### src/rtl/charge_request_sequencer.sv
`timescale 1ns/1ps
// charge_request_sequencer: turns keypad entries into one validated charge request and reports the outcome.
// Latency: done/DOWNSTREAM error STROBE_CYCLES+RESP_WAIT+2 cycles after ENTER; validation error 2 cycles after ENTER.
// Backpressure: none; keys arriving while busy (VALIDATE..REPORT) are dropped, CANCEL included.
// Optional per-product stock shadow and OVERFLOW check: define CHARGE_STOCK_SHADOW_EN.
module charge_request_sequencer #(
  parameter int MAX_CODE      = 4,
  parameter int MAX_STOCK     = 15,
  parameter int STROBE_CYCLES = 4,
  parameter int RESP_WAIT     = 2
) (
  input  logic       clock,
  input  logic       reset,
  input  logic       key_valid,
  input  logic [3:0] key_value,
  input  logic       dp_in,
  output logic [2:0] productCode,
  output logic [3:0] productCount,
  output logic       charge_strobe,
  output logic       busy,
  output logic       done,
  output logic       error,
  output logic [2:0] err_code
);

  typedef enum logic [2:0] {
    S_IDLE,
    S_GET_COUNT,
    S_VALIDATE,
    S_ISSUE,
    S_WAIT,
    S_REPORT
  } state_t;

  localparam logic [2:0] E_NONE       = 3'd0;
  localparam logic [2:0] E_BAD_CODE   = 3'd1;
  localparam logic [2:0] E_BAD_COUNT  = 3'd2;
  localparam logic [2:0] E_DOWNSTREAM = 3'd4;

  localparam logic [3:0] LP_MAX_CODE    = 4'(MAX_CODE);
  localparam logic [7:0] LP_MAX_STOCK8  = 8'(MAX_STOCK);
  localparam logic [7:0] LP_STROBE_LAST = 8'(STROBE_CYCLES - 1);
  localparam logic [7:0] LP_WAIT_LAST   = 8'(RESP_WAIT - 1);

  state_t     r_state;
  logic [3:0] r_code;        // full digit kept so codes 5-9 remain detectable
  logic [7:0] r_cnt_acc;     // decimal count accumulator
  logic [1:0] r_digits;      // count digits seen, saturates at 3
  logic       r_bad_count;   // sticky: third digit or count above the stock ceiling
  logic [7:0] r_timer;
  logic [2:0] r_prod_code;
  logic [3:0] r_prod_count;
  logic       r_strobe;
  logic       r_busy;
  logic       r_done;
  logic       r_error;
  logic [2:0] r_err_code;

  logic       w_is_digit;
  logic       w_is_enter;
  logic       w_is_cancel;
  logic [7:0] w_cnt_next;
  logic       w_cnt_bad;
  logic       w_overflow;

  assign w_is_digit  = key_valid && (key_value <= 4'd9);
  assign w_is_enter  = key_valid && (key_value == 4'hA);
  assign w_is_cancel = key_valid && (key_value == 4'hB);
  assign w_cnt_next  = (r_cnt_acc * 8'd10) + {4'd0, key_value};
  assign w_cnt_bad   = (r_digits == 2'd2) || (w_cnt_next > LP_MAX_STOCK8);

`ifdef CHARGE_STOCK_SHADOW_EN
  localparam logic [2:0] E_OVERFLOW    = 3'd3;
  localparam logic [4:0] LP_MAX_STOCK5 = 5'(MAX_STOCK);

  logic [3:0] r_shadow [MAX_CODE+1];
  logic [3:0] w_shadow_cur;

  // Stock already charged for the product being validated; only meaningful once the code check passed.
  assign w_shadow_cur = r_shadow[r_code[2:0]];
  assign w_overflow   = ({1'b0, w_shadow_cur} + {1'b0, r_cnt_acc[3:0]}) > LP_MAX_STOCK5;
`else
  assign w_overflow   = 1'b0;
`endif

  // Request sequencer: key entry, validation, strobe, response wait and one-cycle report.
  always_ff @(posedge clock or posedge reset) begin
    if (reset) begin
      r_state      <= S_IDLE;
      r_code       <= '0;
      r_cnt_acc    <= '0;
      r_digits     <= '0;
      r_bad_count  <= 1'b0;
      r_timer      <= '0;
      r_prod_code  <= '0;
      r_prod_count <= '0;
      r_strobe     <= 1'b0;
      r_busy       <= 1'b0;
      r_done       <= 1'b0;
      r_error      <= 1'b0;
      r_err_code   <= E_NONE;
`ifdef CHARGE_STOCK_SHADOW_EN
      for (int i = 0; i <= MAX_CODE; i++) begin
        r_shadow[i] <= '0;
      end
`endif
    end else begin
      case (r_state)
        S_IDLE: begin
          if (w_is_digit) begin
            r_code      <= key_value;
            r_cnt_acc   <= '0;
            r_digits    <= '0;
            r_bad_count <= 1'b0;
            r_state     <= S_GET_COUNT;
          end
        end

        S_GET_COUNT: begin
          if (w_is_digit) begin
            r_cnt_acc <= w_cnt_next;
            if (r_digits != 2'd3) begin
              r_digits <= r_digits + 2'd1;
            end
            if (w_cnt_bad) begin
              r_bad_count <= 1'b1;
            end
          end else if (w_is_cancel) begin
            r_code      <= '0;
            r_cnt_acc   <= '0;
            r_digits    <= '0;
            r_bad_count <= 1'b0;
            r_state     <= S_IDLE;
          end else if (w_is_enter) begin
            r_busy  <= 1'b1;
            r_state <= S_VALIDATE;
          end
        end

        S_VALIDATE: begin
          if (r_code > LP_MAX_CODE) begin
            r_error    <= 1'b1;
            r_err_code <= E_BAD_CODE;
            r_state    <= S_REPORT;
          end else if ((r_digits == 2'd0) || (r_cnt_acc == 8'd0) || r_bad_count) begin
            r_error    <= 1'b1;
            r_err_code <= E_BAD_COUNT;
            r_state    <= S_REPORT;
          end else if (w_overflow) begin
            r_error    <= 1'b1;
`ifdef CHARGE_STOCK_SHADOW_EN
            r_err_code <= E_OVERFLOW;
`else
            r_err_code <= E_BAD_COUNT;
`endif
            r_state    <= S_REPORT;
          end else begin
            r_prod_code  <= r_code[2:0];
            r_prod_count <= r_cnt_acc[3:0];
            r_strobe     <= 1'b1;
            r_timer      <= LP_STROBE_LAST;
            r_state      <= S_ISSUE;
          end
        end

        S_ISSUE: begin
          if (r_timer == 8'd0) begin
            r_strobe <= 1'b0;
            r_timer  <= LP_WAIT_LAST;
            r_state  <= S_WAIT;
          end else begin
            r_timer <= r_timer - 8'd1;
          end
        end

        S_WAIT: begin
          if (r_timer == 8'd0) begin
            if (dp_in) begin
              r_error    <= 1'b1;
              r_err_code <= E_DOWNSTREAM;
            end else begin
              r_done     <= 1'b1;
              r_err_code <= E_NONE;
`ifdef CHARGE_STOCK_SHADOW_EN
              r_shadow[r_prod_code] <= r_shadow[r_prod_code] + r_prod_count;
`endif
            end
            r_state <= S_REPORT;
          end else begin
            r_timer <= r_timer - 8'd1;
          end
        end

        S_REPORT: begin
          r_done      <= 1'b0;
          r_error     <= 1'b0;
          r_busy      <= 1'b0;
          r_code      <= '0;
          r_cnt_acc   <= '0;
          r_digits    <= '0;
          r_bad_count <= 1'b0;
          r_state     <= S_IDLE;
        end

        default: begin
          r_state <= S_IDLE;
        end
      endcase
    end
  end

  assign productCode   = r_prod_code;
  assign productCount  = r_prod_count;
  assign charge_strobe = r_strobe;
  assign busy          = r_busy;
  assign done          = r_done;
  assign error         = r_error;
  assign err_code      = r_err_code;

endmodule

### config.mk
export PLATFORM = sky130hd
export DESIGN_NAME = charge_request_sequencer
export DESIGN_NICKNAME = d
export VERILOG_FILES = /design/src/rtl/charge_request_sequencer.sv
export SDC_FILE = /design/constraint.sdc
export NUM_CORES = 1
export LEC_CHECK = 0
export ABC_AREA = 1
export CAP_MARGIN = 15
export CORE_ASPECT_RATIO = 2
export CORE_MARGIN = 5
export CORE_UTILIZATION = 58
export DETAILED_ROUTE_END_ITERATION = 16
export GPL_TIMING_DRIVEN = 0
export PLACE_DENSITY = 0.83
export SKIP_LAST_GASP = 1
export SYNTH_ARGS = -nofsm -noshare
export SYNTH_HDL_FRONTEND = slang
export SYNTH_SLANG_ARGS = --single-unit
export TNS_END_PERCENT = 10
### constraint.sdc
create_clock -name clock -period 3.3 [get_ports clock]
set_clock_uncertainty 0.2 [all_clocks]
set_input_delay 0.66 -clock clock [delete_from_list [all_inputs] [get_ports clock]]
set_output_delay 0.66 -clock clock [all_outputs]
set_load 0.02 [all_outputs]
==> results.yml <==
critical_path:
  crit_arrival_ns: 2.57
  setup.worst_path.start_class: "primary input"
  worst-r2r-cell-count: 12
  critPathLaunch: "key_value[1]"
  crit_chain: "clkdlybuf4s50_1 > ha_1 > fa_1 > nand2_1 > nand2_1 > nand2_1 > nor2_1 > nand3b_1 > nand2_1 > nand2_1 > nand2_1 > a21oi_1"
  crit_path_end: "r_bad_count$_DFFE_PP0P_"
  crit_path_top_delay_cell: "sky130_fd_sc_hd__clkdlybuf4s50_1"
  crit_path_end_kind: "flop"
  worst-setup-path-type: "primary input to flop"
  cp.required_ns: 3.27
  setup.reg_to_reg.worst_slack_ns: 0.72
  cp_slowest_stage_delay_ns: 0.48
  crit-reg2reg-launch: "r_cnt_acc[1]$_DFFE_PP0P_"
  r2r_end: "r_bad_count$_DFFE_PP0P_"
  cp_common_cell: "sky130_fd_sc_hd__nand2_1"
  critical_path_peak_fanout: 4
final_layout:
  post_route_cells_drive_above_1_share_pct: 13.0
  fin_cells: 407
  layout_common_cells: "sky130_fd_sc_hd__nand2_1, sky130_fd_sc_hd__dfrtp_1, sky130_fd_sc_hd__inv_1"
  layout-area-overhead-vs-synth_pct: 14.0
  fill_cells: 392
  antennaDiodeCount: 0
  most_common_cell_after_layout_fill_and_taps_aside: "sky130_fd_sc_hd__nand2_1"
  layout.nets: 378
placement:
  buffer_ports.inserted: 21
  dpl.hpwl_um: 4660
  numPlacedInstances: 400
  globalplace.congestion: 0.873
floorplanning:
  pin_count: 22
  row_count: 34
  die_width_um: 57.1
  dieHeight_um: 104
  core_region_area_um2: 4340
  start_util_pct: 59.3
  die-area_um2: 5950
yosys:
  seq_area_frac_synth_pct: 38.9
  yosys.area.top_type_share_pct: 38.9
  postSynthAreaPerCell_um2: 7.92
  synth_top_cell_by_area: "sky130_fd_sc_hd__dfrtp_1"
  yosys.cell_types.count: 37
  number_of_enable_type_register_cells_in_the_synthesized_netlist: 0
  synthCells: 325
  async_sr_flop_fraction_pct: 100
  synth.net_count: 350
  postSynth.topFlopCell: "sky130_fd_sc_hd__dfrtp_1"
  synth.yosys.warnings: 0
  postSynthRegisterBits: 40
  ys_top_cells_by_area: "sky130_fd_sc_hd__dfrtp_1, sky130_fd_sc_hd__nand2_1, sky130_fd_sc_hd__ha_1"
  syn-cell-area_um2: 2570
clock_network:
  cts_num_sinks: 40
  cts_tree: "yes"
  max-clock-path-buffers: 2
  clock_insertion_delay_worst_skew_ns: 0.29
  cts_htree_levels: 2
  number_of_cts_inserted_buffers: 5
  post_cts_hold_buffer_count: 0
  cts.repair_timing.setup_buffer_count: 0
  cts_resized: 0
  clkSlewWorstSetupHoldPaths_ns: 0.08
  clock-root-buffer: "sky130_fd_sc_hd__clkbuf_8"
min_path:
  worst_hold_path_type: "flop to flop"
timing:
  timing.final.max_slew_violations: 0
  setup_violations: 0
  fin_crit_ns: 2.61
  worst_max_slew_margin_expressed_relative_to_the_limit_pct: 45.1
  setup_repair_after_global_routing_missed_its_margin: "no"
  achievable-frequency_ghz: 0.384
  final.period_utilization_pct: 79.0
  setup_tns_ns: 0
  transition_at_the_pin_with_the_smallest_max_transition_slack_ns: 0.822
  hold_viol_final: 0
power_and_ir_drop:
  static-leakage-power_nw: 1.51
  peakVddDrop_mv: 0.638
  post-layout-total-power_w: 0.00277
  power_per_cell_area_nw_per_um2: 943
detailed_routing:
  detail_route.vias_per_cell: 5.40
  routed-via-count: 2196
  final_antenna_net_count: 0
  route.detailed.drc: 0
  dr.pass1.iters: 5
  detail_route.wl_per_cell_um: 14.2
  drtIter0Drc: 58
  finalWirelength_um: 5780
global_route:
  grt_usage_pct: 21.9
  grt_start_max_net_pins: 41
  groute.layer.met3.usage_pct: 2.86
  first_global_vias: 2389
  grt_pass1_wl_um: 10300
  met2_usage_grt_pct: 41.2
  antenna_violations_before_repair: 0
  grt_util_met1_pct: 21.4
  grt.busiest_layer: "met2"
  grt_remaining_overflow: 0
status:
  status: "finished, final reports clean"
job:
  maxCapViolations: 0
-- per-stage QoR --
stage / utilization, % / hold WS (ns) / setup WS, ns / cell area (µm²)
6_report: 67.6 / 0.278 / 0.694 / 2930
5_1_grt: 67.6 / 0.298 / 0.501 / 2930
4_1_cts: 67.6 / 0.282 / 0.703 / 2930
3_5_place_dp: 65.7 / 0.262 / 0.404 / 2850
3_3_place_gp: 65.7 / 0.264 / 0.424 / 2850
2_1_floorplan: - / 0.264 / 0.938 / 2570
-- per-layer routing --
layer / share of wire (%) / wire length [µm]
met2: 59 / 3400
met3: 2.1 / 123
met4: 4.8 / 275
met5: 0 / 0
met1: 34 / 1980
-- worst min-delay path by stage --
stage | start | endpoint | slack [ns] | cells past startpoint
final | error$_DFFE_PP0P_ | error$_DFFE_PP0P_ | 0.28 | 2
after global routing | error$_DFFE_PP0P_ | error$_DFFE_PP0P_ | 0.30 | 2
after CTS | error$_DFFE_PP0P_ | error$_DFFE_PP0P_ | 0.28 | 2
after detailed placement | error$_DFFE_PP0P_ | error$_DFFE_PP0P_ | 0.26 | 2
after global placement | error$_DFFE_PP0P_ | error$_DFFE_PP0P_ | 0.26 | 2
after floorplan | r_timer[0]$_DFFE_PP0P_ | r_timer[0]$_DFFE_PP0P_ | 0.26 | 2
-- cell usage after synthesis (all sizes together), types with 2 or more instances --
cell type and instances:
o22ai 4, o21ai 36, xor2 5, inv 48, nand4 6, dfrtp 40, nand3b 5, xnor2 2
buf 2, fa 2, or2 2, nand2 94, nor2 21, a21oi 7, nand3 30, ha 15
-- final cells by class --
type / count / area [µm²] / area share, %
multi-input combinational: 234 / 1370 / 46.7
sequential: 40 / 1000 / 34.1
clock buffer: 5 / 68.8 / 2.35
inverter: 49 / 186 / 6.36
clock inverter: 2 / 12.5 / 0.427
tap: 54 / 67.6 / 2.30
buffer: 2 / 16.3 / 0.555
timing repair buffer: 21 / 210 / 7.17
-- logic make-up (layout without fill, tap and decap cells) --
family	after synthesis	in the layout	share of synthesized area, %
adder cells (fa/ha/maj)	17	17	8.85
AND/OR/NAND/NOR	160	160	30.4
flip-flops	40	40	38.9
buffers and inverters	51	79	7.88
XOR/XNOR	7	7	2.38
AO/OA/AOI/OAI	50	50	11.6
-- critical path: cells and delay by family --
family	cells	cell delay [ns]
fa+ha+maj	2	0.67
buf+inv	1	0.48
compound gates	1	0.06
simple gates	8	0.70
-- registers in the layout, indices dropped and copies added, names as in the netlist --
register / flops
productCount: 4
r_digits: 2
productCode: 3
r_state: 3
err_code: 3
done: 1
r_cnt_acc: 8
r_timer: 8
error: 1
busy: 1
r_bad_count: 1
charge_strobe: 1
r_code: 4
-- report_power, final --
| group | switching (W) | total, W | internal, W |
|---|---|---|---|
| clock | 0.000164 | 0.000307 | 0.000143 |
| combinational | 0.00102 | 0.00163 | 0.000610 |
| sequential | 0.000160 | 0.000829 | 0.000669 |
Power figures use the tool's default switching activity.
